[config.mk]
export PLATFORM = sky130hd
export DESIGN_NAME = dfp_write_buffer
export DESIGN_NICKNAME = d
export VERILOG_FILES = /design/src/rtl/dfp_write_buffer.sv
export SDC_FILE = /design/constraint.sdc
export NUM_CORES = 2
export LEC_CHECK = 0
export BUFFER_PORTS_ARGS = -buffer_cell sky130_fd_sc_hd__buf_2
export CORE_AREA = 2 2 453 455
export DETAILED_ROUTE_END_ITERATION = 6
export DIE_AREA = 0 0 455 457
export GPL_TIMING_DRIVEN = 0
export PLACE_DENSITY_LB_ADDON = 0.05
export SLEW_MARGIN = 20
export SYNTH_ARGS = -nofsm -noshare
export SYNTH_HDL_FRONTEND = slang
export SYNTH_SLANG_ARGS = --single-unit
[constraint.sdc]
create_clock -name clk -period 16.4 [get_ports clk]
set_input_delay 0.82 -clock clk [delete_from_list [all_inputs] [get_ports clk]]
set_output_delay 0.82 -clock clk [all_outputs]
set_load 0.01 [all_outputs]
[src/rtl/dfp_write_buffer.sv]
// dfp_write_buffer: write-back buffer between the D-cache and the cache arbiter.
// Dirty-line writebacks are acknowledged after one cycle and parked in a small
// FIFO. Repeat writes to a buffered line are merged in place. Entries drain
// downstream whenever no line fill needs the arbiter.
// Build option WB_FORWARD_EN: a fill that hits a buffered line is answered
// directly from the buffer. When the option is off, matching entries are
// drained first and the fill then goes downstream.
module dfp_write_buffer #(
    parameter int DEPTH  = 4,
    parameter int ADDR_W = 32
) (
    input  logic              clk,
    input  logic              rst,
    input  logic [ADDR_W-1:0] ufp_addr,
    input  logic              ufp_read,
    input  logic              ufp_write,
    input  logic [255:0]      ufp_wdata,
    output logic [255:0]      ufp_rdata,
    output logic [ADDR_W-1:0] ufp_raddr,
    output logic              ufp_resp,
    output logic [ADDR_W-1:0] dfp_addr,
    output logic              dfp_read,
    output logic              dfp_write,
    output logic [255:0]      dfp_wdata,
    input  logic [255:0]      dfp_rdata,
    input  logic [ADDR_W-1:0] dfp_raddr,
    input  logic              dfp_resp,
    output logic              full
);

    localparam int PTR_W = (DEPTH > 1) ? $clog2(DEPTH) : 1;
    localparam int CNT_W = $clog2(DEPTH + 1);
    localparam int TAG_W = ADDR_W - 5;

    typedef enum logic [1:0] {IDLE, RD_WAIT, DR_WAIT, FWD} state_t;

    state_t            state_reg;
    logic [DEPTH-1:0]  valid_reg;
    logic [TAG_W-1:0]  tag_reg [DEPTH];
    logic [255:0]      data_mem [DEPTH];
    logic [PTR_W-1:0]  head_reg;
    logic [PTR_W-1:0]  tail_reg;
    logic [CNT_W-1:0]  count_reg;

    logic              ufp_resp_reg;
    logic [255:0]      ufp_rdata_reg;
    logic [ADDR_W-1:0] ufp_raddr_reg;
    logic [ADDR_W-1:0] dfp_addr_reg;
    logic              dfp_read_reg;
    logic              dfp_write_reg;
    logic [255:0]      dfp_wdata_reg;

    logic [TAG_W-1:0]  req_tag;
    logic [DEPTH-1:0]  match_vec;
    logic              hit;
    logic [PTR_W-1:0]  hit_idx;
    logic              wr_req;
    logic              rd_req;
    logic              head_busy;
    logic              wr_coalesce;
    logic              wr_enqueue;
    logic              wr_accept;
    logic              drain_pop;
    logic [PTR_W-1:0]  wr_idx;
    logic              unused_bits;

    // Offset bits of line addresses carry no information here.
    assign unused_bits = ^{ufp_addr[4:0], dfp_raddr[4:0]};

    assign req_tag = ufp_addr[ADDR_W-1:5];

    // One comparator per entry against the current request's line address.
    generate
        for (genvar gi = 0; gi < DEPTH; gi++) begin : g_match
            assign match_vec[gi] = valid_reg[gi] && (tag_reg[gi] == req_tag);
        end
    endgenerate

    // Coalescing keeps tags unique, so at most one entry matches; encode its index.
    always_comb begin
        hit_idx = '0;
        for (int i = 0; i < DEPTH; i++) begin
            if (match_vec[i]) hit_idx = PTR_W'(i);
        end
    end

    assign hit = |match_vec;
    assign full = (count_reg == CNT_W'(DEPTH));

    // A request is ignored while its own response is on ufp_resp.
    // Writes are taken only when no fill is being served.
    assign wr_req    = ufp_write && !ufp_resp_reg && (state_reg == IDLE || state_reg == DR_WAIT);
    assign rd_req    = ufp_read && !ufp_write && !ufp_resp_reg && (state_reg == IDLE);
    // The head line is in flight downstream, so its data must not change under the arbiter.
    assign head_busy   = (state_reg == DR_WAIT) && (hit_idx == head_reg);
    assign wr_coalesce = wr_req && hit && !head_busy;
    assign wr_enqueue  = wr_req && !hit && !full;
    assign wr_accept   = wr_coalesce || wr_enqueue;
    assign drain_pop   = (state_reg == DR_WAIT) && dfp_resp;
    assign wr_idx      = hit ? hit_idx : tail_reg;

    // Line data storage: one write port fed by accepted writebacks.
    always_ff @(posedge clk) begin
        if (!rst && wr_accept) data_mem[wr_idx] <= ufp_wdata;
    end

    // Queue bookkeeping, FSM and all registered outputs.
    always_ff @(posedge clk) begin
        if (rst) begin
            state_reg     <= IDLE;
            valid_reg     <= '0;
            head_reg      <= '0;
            tail_reg      <= '0;
            count_reg     <= '0;
            ufp_resp_reg  <= 1'b0;
            ufp_rdata_reg <= '0;
            ufp_raddr_reg <= '0;
            dfp_addr_reg  <= '0;
            dfp_read_reg  <= 1'b0;
            dfp_write_reg <= 1'b0;
            dfp_wdata_reg <= '0;
            for (int i = 0; i < DEPTH; i++) tag_reg[i] <= '0;
        end else begin
            ufp_resp_reg <= wr_accept;

            if (wr_enqueue) begin
                valid_reg[tail_reg] <= 1'b1;
                tag_reg[tail_reg]   <= req_tag;
                tail_reg            <= tail_reg + PTR_W'(1);
            end
            if (drain_pop) begin
                valid_reg[head_reg] <= 1'b0;
                head_reg            <= head_reg + PTR_W'(1);
            end
            case ({wr_enqueue, drain_pop})
                2'b10:   count_reg <= count_reg + CNT_W'(1);
                2'b01:   count_reg <= count_reg - CNT_W'(1);
                default: count_reg <= count_reg;
            endcase

            case (state_reg)
                IDLE: begin
                    if (rd_req && !hit) begin
                        state_reg    <= RD_WAIT;
                        dfp_read_reg <= 1'b1;
                        dfp_addr_reg <= {req_tag, 5'b0};
                    end
`ifdef WB_FORWARD_EN
                    else if (rd_req && hit) begin
                        state_reg     <= FWD;
                        ufp_rdata_reg <= data_mem[hit_idx];
                        ufp_raddr_reg <= {req_tag, 5'b0};
                        ufp_resp_reg  <= 1'b1;
                    end
`endif
                    // Hold off draining while a response is on ufp, so a
                    // follow-up request from the cache gets the first look.
                    else if (count_reg != '0 && !ufp_resp_reg && !wr_accept) begin
                        state_reg     <= DR_WAIT;
                        dfp_write_reg <= 1'b1;
                        dfp_addr_reg  <= {tag_reg[head_reg], 5'b0};
                        dfp_wdata_reg <= data_mem[head_reg];
                    end
                end
                RD_WAIT: begin
                    if (dfp_resp) begin
                        state_reg     <= IDLE;
                        dfp_read_reg  <= 1'b0;
                        ufp_rdata_reg <= dfp_rdata;
                        ufp_raddr_reg <= {dfp_raddr[ADDR_W-1:5], 5'b0};
                        ufp_resp_reg  <= 1'b1;
                    end
                end
                DR_WAIT: begin
                    if (dfp_resp) begin
                        state_reg     <= IDLE;
                        dfp_write_reg <= 1'b0;
                    end
                end
                FWD:     state_reg <= IDLE;
                default: state_reg <= IDLE;
            endcase
        end
    end

    assign ufp_resp  = ufp_resp_reg;
    assign ufp_rdata = ufp_rdata_reg;
    assign ufp_raddr = ufp_raddr_reg;
    assign dfp_addr  = dfp_addr_reg;
    assign dfp_read  = dfp_read_reg;
    assign dfp_write = dfp_write_reg;
    assign dfp_wdata = dfp_wdata_reg;

endmodule

# Word-level counts from Yosys, hierarchy flattened
# Memories as Yosys holds them, arrays and structs flattened. A register that Yosys moved wholly into a read port is not among the register bits.
# Index checks and enable logic that the tools add are counted.
# Widths: inputs -> output; s select.
# totals
output_inout_bits	580
inputBits	581
word_cells	126
regBits	331
memories	2
ram_bits	1132
# memory_table
memory	words	width	rd	rd_clocked_by_memory_dff	wr	line_no	text
data_mem	4	256	1	1	1	40	logic [255:0] data_mem [DEPTH];
tag_reg	4	27	5	1	4	39	logic [TAG_W-1:0] tag_reg [DEPTH];
# op_classes
n_lt_le_gt_ge	4
add_sub_neg	4
muxes	38
eq_ne	18
reduce_logical	45
bitwise_logic	4
# op_table
cell	count
$eq 27x27->1	4
$mux 32	2
$mux 27	1
$reduce_or 27->1	1
$logic_and 1x1->1	21
$mux 2	9
$mux 1	17
$mux 4	3
$reduce_bool 2->1	4
$logic_not 1->1	7
$eq 2x2->1 const B	3
$lt 2x3->1 const B	2
$ne 2x1->1 const B	3
$ne 2x2->1 const B	3
$pmux 2 s3	1
$pmux 3 s2	1
$reduce_and 2->1	3
$reduce_and 3->1	2
$add 2x1->2 const B	2
$and 4x4->4	1
$demux 1 s2	2
$eq 2x1->1 const B	2
$ge 2x1->1 const B	2
$not 4->4	1
other kinds (14)	16

# Logic depth before layout (Yosys ltp)
# An unclocked memory read counts as a cell.
# depth
ltp_word	16
mapped_depth	14

# Worst setup path after synthesis
# Ideal clock, no wire load.
# synth_timing
kind	input to register
start	input port ufp_addr[9]
end	memory data_mem[0][0], enable pin
cell_stages	10
required_ps	15522
arrival_ps	13483
n_path_buf	1
path_slack_ps	2039
path_cell_list	buf_2 > xnor2_1 > nand4_1 > nor4_1 > and4_1 > nor4bb_1 > a311oi_4 > a2111oi_0 > nand3_1 > nor2_1
# synth_between
elab_chain_cells	13
word_cells_on_any_way	25
# synth_rtl
element	line_no	text
start: declaration	14	input logic [ADDR_W-1:0] ufp_addr,
$eq 27x27->1	75	assign match_vec[gi] = valid_reg[gi] && (tag_reg[gi] == req_tag);
$logic_and 1x1->1	75	
$mux 1	83	if (match_vec[i]) hit_idx = PTR_W'(i);
$mux 2 (2 in series)	83	
$eq 2x2->1	95	assign head_busy = (state_reg == DR_WAIT) && (hit_idx == head_reg);
$logic_and 1x1->1	95	
$logic_not 1->1	96	assign wr_coalesce = wr_req && hit && !head_busy;
$logic_and 1x1->1	96	
$logic_or 1x1->1	98	assign wr_accept = wr_coalesce || wr_enqueue;
$logic_and 1x1->1	104	if (!rst && wr_accept) data_mem[wr_idx] <= ufp_wdata;
$mux 1	104	
$mux 1 (not written as such)	104	
end: declaration	40	
# Several ways; a longest one is shown, not always the timed one.

==> qor.yml <==
floorplan.initialDensity: 0.314
worst_setup_path_start_kind: "register"
drc: 0
worstMarginPinSlew_ns: 1.17
final_cell_mix: "1169 x buf_2, 1132 x edfxtp_1, 599 x nand2_1"
drive_gt1_frac: 0.324
cts.sinks: 1716
vdd_ir_drop_max_v: 0.000102
wire_per_inst_um: 32.2
ios: 1161
synth_ff_type: "edfxtp_1"
areaGrowthSynthToFinish_pct: 27.1
r2r_setup_slack_ns: 10.98
via_per_inst: 4.86
gr-total-overflow: 0
drt-initial-drc-count: 3570
cts_buffers: 196
synth_edf_count: 1132
leakagePower_nw: 30.9
dr.pass1.iters: 5
cts_hold_buf: 0
ant_nets: 0
port_buffers: 1113
routed_wl_um: 271000
synth-seq-area-share: 0.716
cts-root-buf: "clkbuf_16"
cts_tree: "done"
n_fill_cell: 19400
final_common_cell: "buf_2"
clock_latency_ns: 0.84
hp-start: "ufp_wdata[151]"
crit_path_start: "tag_reg[2][23]"
ys_warn_count: 0
rows: 166
powerDensity_nw_per_um2: 150
holdPathStages: 1
hpwl_um: 207000
report.final.setup_viol: 0
min_period_ns: 5.42
rsz0062_at_grt: "no"
grt_max_degree: 28
antenna_found_initial: 150
synth_cell_types: 56
async_reset_ff_frac: 0
die_area_um2: 208000
synth.avg_cell_area_um2: 15.4
die_w_um: 455
clockBufferDepth: 3
hold_end: "data_mem[0][151]"
clkTransAtPathRegs_ns: 0.06
fin_crit_sh: 0.330
synth_area_um2: 63800
hp-class: "in -> reg"
reg2reg_depth: 14
crit_path_max_fanout: 19
fmax_mhz: 185
r2r-end: "data_mem[1][119]"
vias: 41000
cts_resized: 0
cap_violations: 0
grt_pass1_wl_um: 359000
hold_viol_final: 0
fin_nets: 6124
arrival_ns: 5.95
synth-seq-cells: 1716
r2r-start: "tag_reg[2][23]"
total_power_mw: 12.2
end_kind: "register"
crit_type: "reg -> reg"
worst_ep_required_time_ns: 16.93
place_congestion: 1.00
grt_pass1_vias: 40700
largest_register_ffs: 1024
cts_setup_buffers: 0
run_status: "finished, final reports clean"
slew_viol_final: 0
slew_headroom: 0.223
gr-usage-all-layers: 0.256
syn_inst: 4139
die_h_um: 457
cts-htree-levels: 4
finalSetupTns_ns: 0
core-area_um2: 203000
fin_worst_skew_ns: 0.0352
-- worst max-delay path by stage --
| stage | to | slack (ns) | cells after the start |
|---|---|---|---|
| CTS | data_mem[1][148] | 11.01 | 14 |
| finish | data_mem[1][119] | 10.98 | 14 |
| floorplan | data_mem[0][0] | 2.04 | 10 |
| detailed placement | data_mem[1][116] | 10.38 | 15 |
| global placement | data_mem[1][112] | -11.15 | 9 |
| global route | data_mem[1][119] | 10.58 | 14 |
-- per-layer routing --
| metal | GRT usage | share of wire | up-vias |
|---|---|---|---|
| li1 | - | - | 18200 |
| met1 | 0.284 | 0.36 | 20600 |
| met2 | 0.426 | 0.49 | 1599 |
| met3 | 0.0816 | 0.079 | 619 |
| met4 | 0.154 | 0.069 | 82 |
| met5 | 0 | 0.0019 | - |
-- final cells by class --
cell class / count / area [um2] / share of cell area
flip-flops and latches: 1716 / 45700 / 0.564
multi-input cells: 2136 / 17000 / 0.209
repair buffers: 1183 / 7230 / 0.0892
clock buffers: 302 / 5730 / 0.0707
well taps: 2688 / 3360 / 0.0415
plain buffers: 276 / 1170 / 0.0145
clock inverters: 67 / 706 / 0.00871
diodes: 44 / 110 / 0.00136
inverters: 20 / 75.1 / 0.000927
-- through the flow --
step | hold slack (ns) | instance area (um2) | utilization | setup slack, ns | instances
finish | 0.198 | 81000 | 0.398 | 10.98 | 8432
global route | 0.146 | 80900 | 0.398 | 10.58 | 8402
CTS | 0.102 | 80900 | 0.398 | 11.01 | 8388
detailed placement | 0.443 | 74500 | 0.366 | 10.38 | 8019
global placement | 0.440 | 72700 | 0.358 | -11.15 | 7949
floorplan | 0.451 | 63800 | - | 2.04 | 4148
-- cell families after synthesis --
family | Yosys count | synth area share
AOI/OAI and AO/OA | 345 | 0.0304
adders and majority gates | 14 | 0.00286
buffers and inverters | 296 | 0.0193
and+or+nand+nor | 1112 | 0.0748
DFF | 1716 | 0.716
other | 1 | 0.0000588
xor gates and xnor gates | 112 | 0.0154
muxes | 543 | 0.141
-- power by group --
group | internal, mW | switching, mW | total, mW
clock network | 2.54 | 1.84 | 4.38
logic | 0.979 | 1.50 | 2.48
registers | 5.09 | 0.202 | 5.29
total | 8.61 | 3.55 | 12.2
-- critical path: stages (launching register included) --
cell       delay, ns
edfxtp_1        0.40
xor2_1          0.49
nor4_1          0.13
and4_1          0.29
nor4bb_1        0.96
a311oi_4        0.14
a2111oi_0       0.61
nand3_1         0.30
nor2_4          0.52
buf_12          0.27
buf_12          0.20
buf_16          0.19
buf_12          0.19
buf_12          0.20
buf_16          0.17
-- synth_stat cells, types with 48 or more instances --
master / n / area [um2]
and2_1: 84 / 526
xnor2_1: 64 / 561
nand2_1: 599 / 2250
mux4_2: 283 / 6370
a21oi_1: 295 / 1480
dfxtp_1: 584 / 11700
edfxtp_1: 1132 / 34000
buf_2: 55 / 275
xor2_1: 48 / 420
clkbuf_1: 201 / 754
mux2i_1: 259 / 2590
nor2_1: 305 / 1140
(Power assumes the default switching activity.)
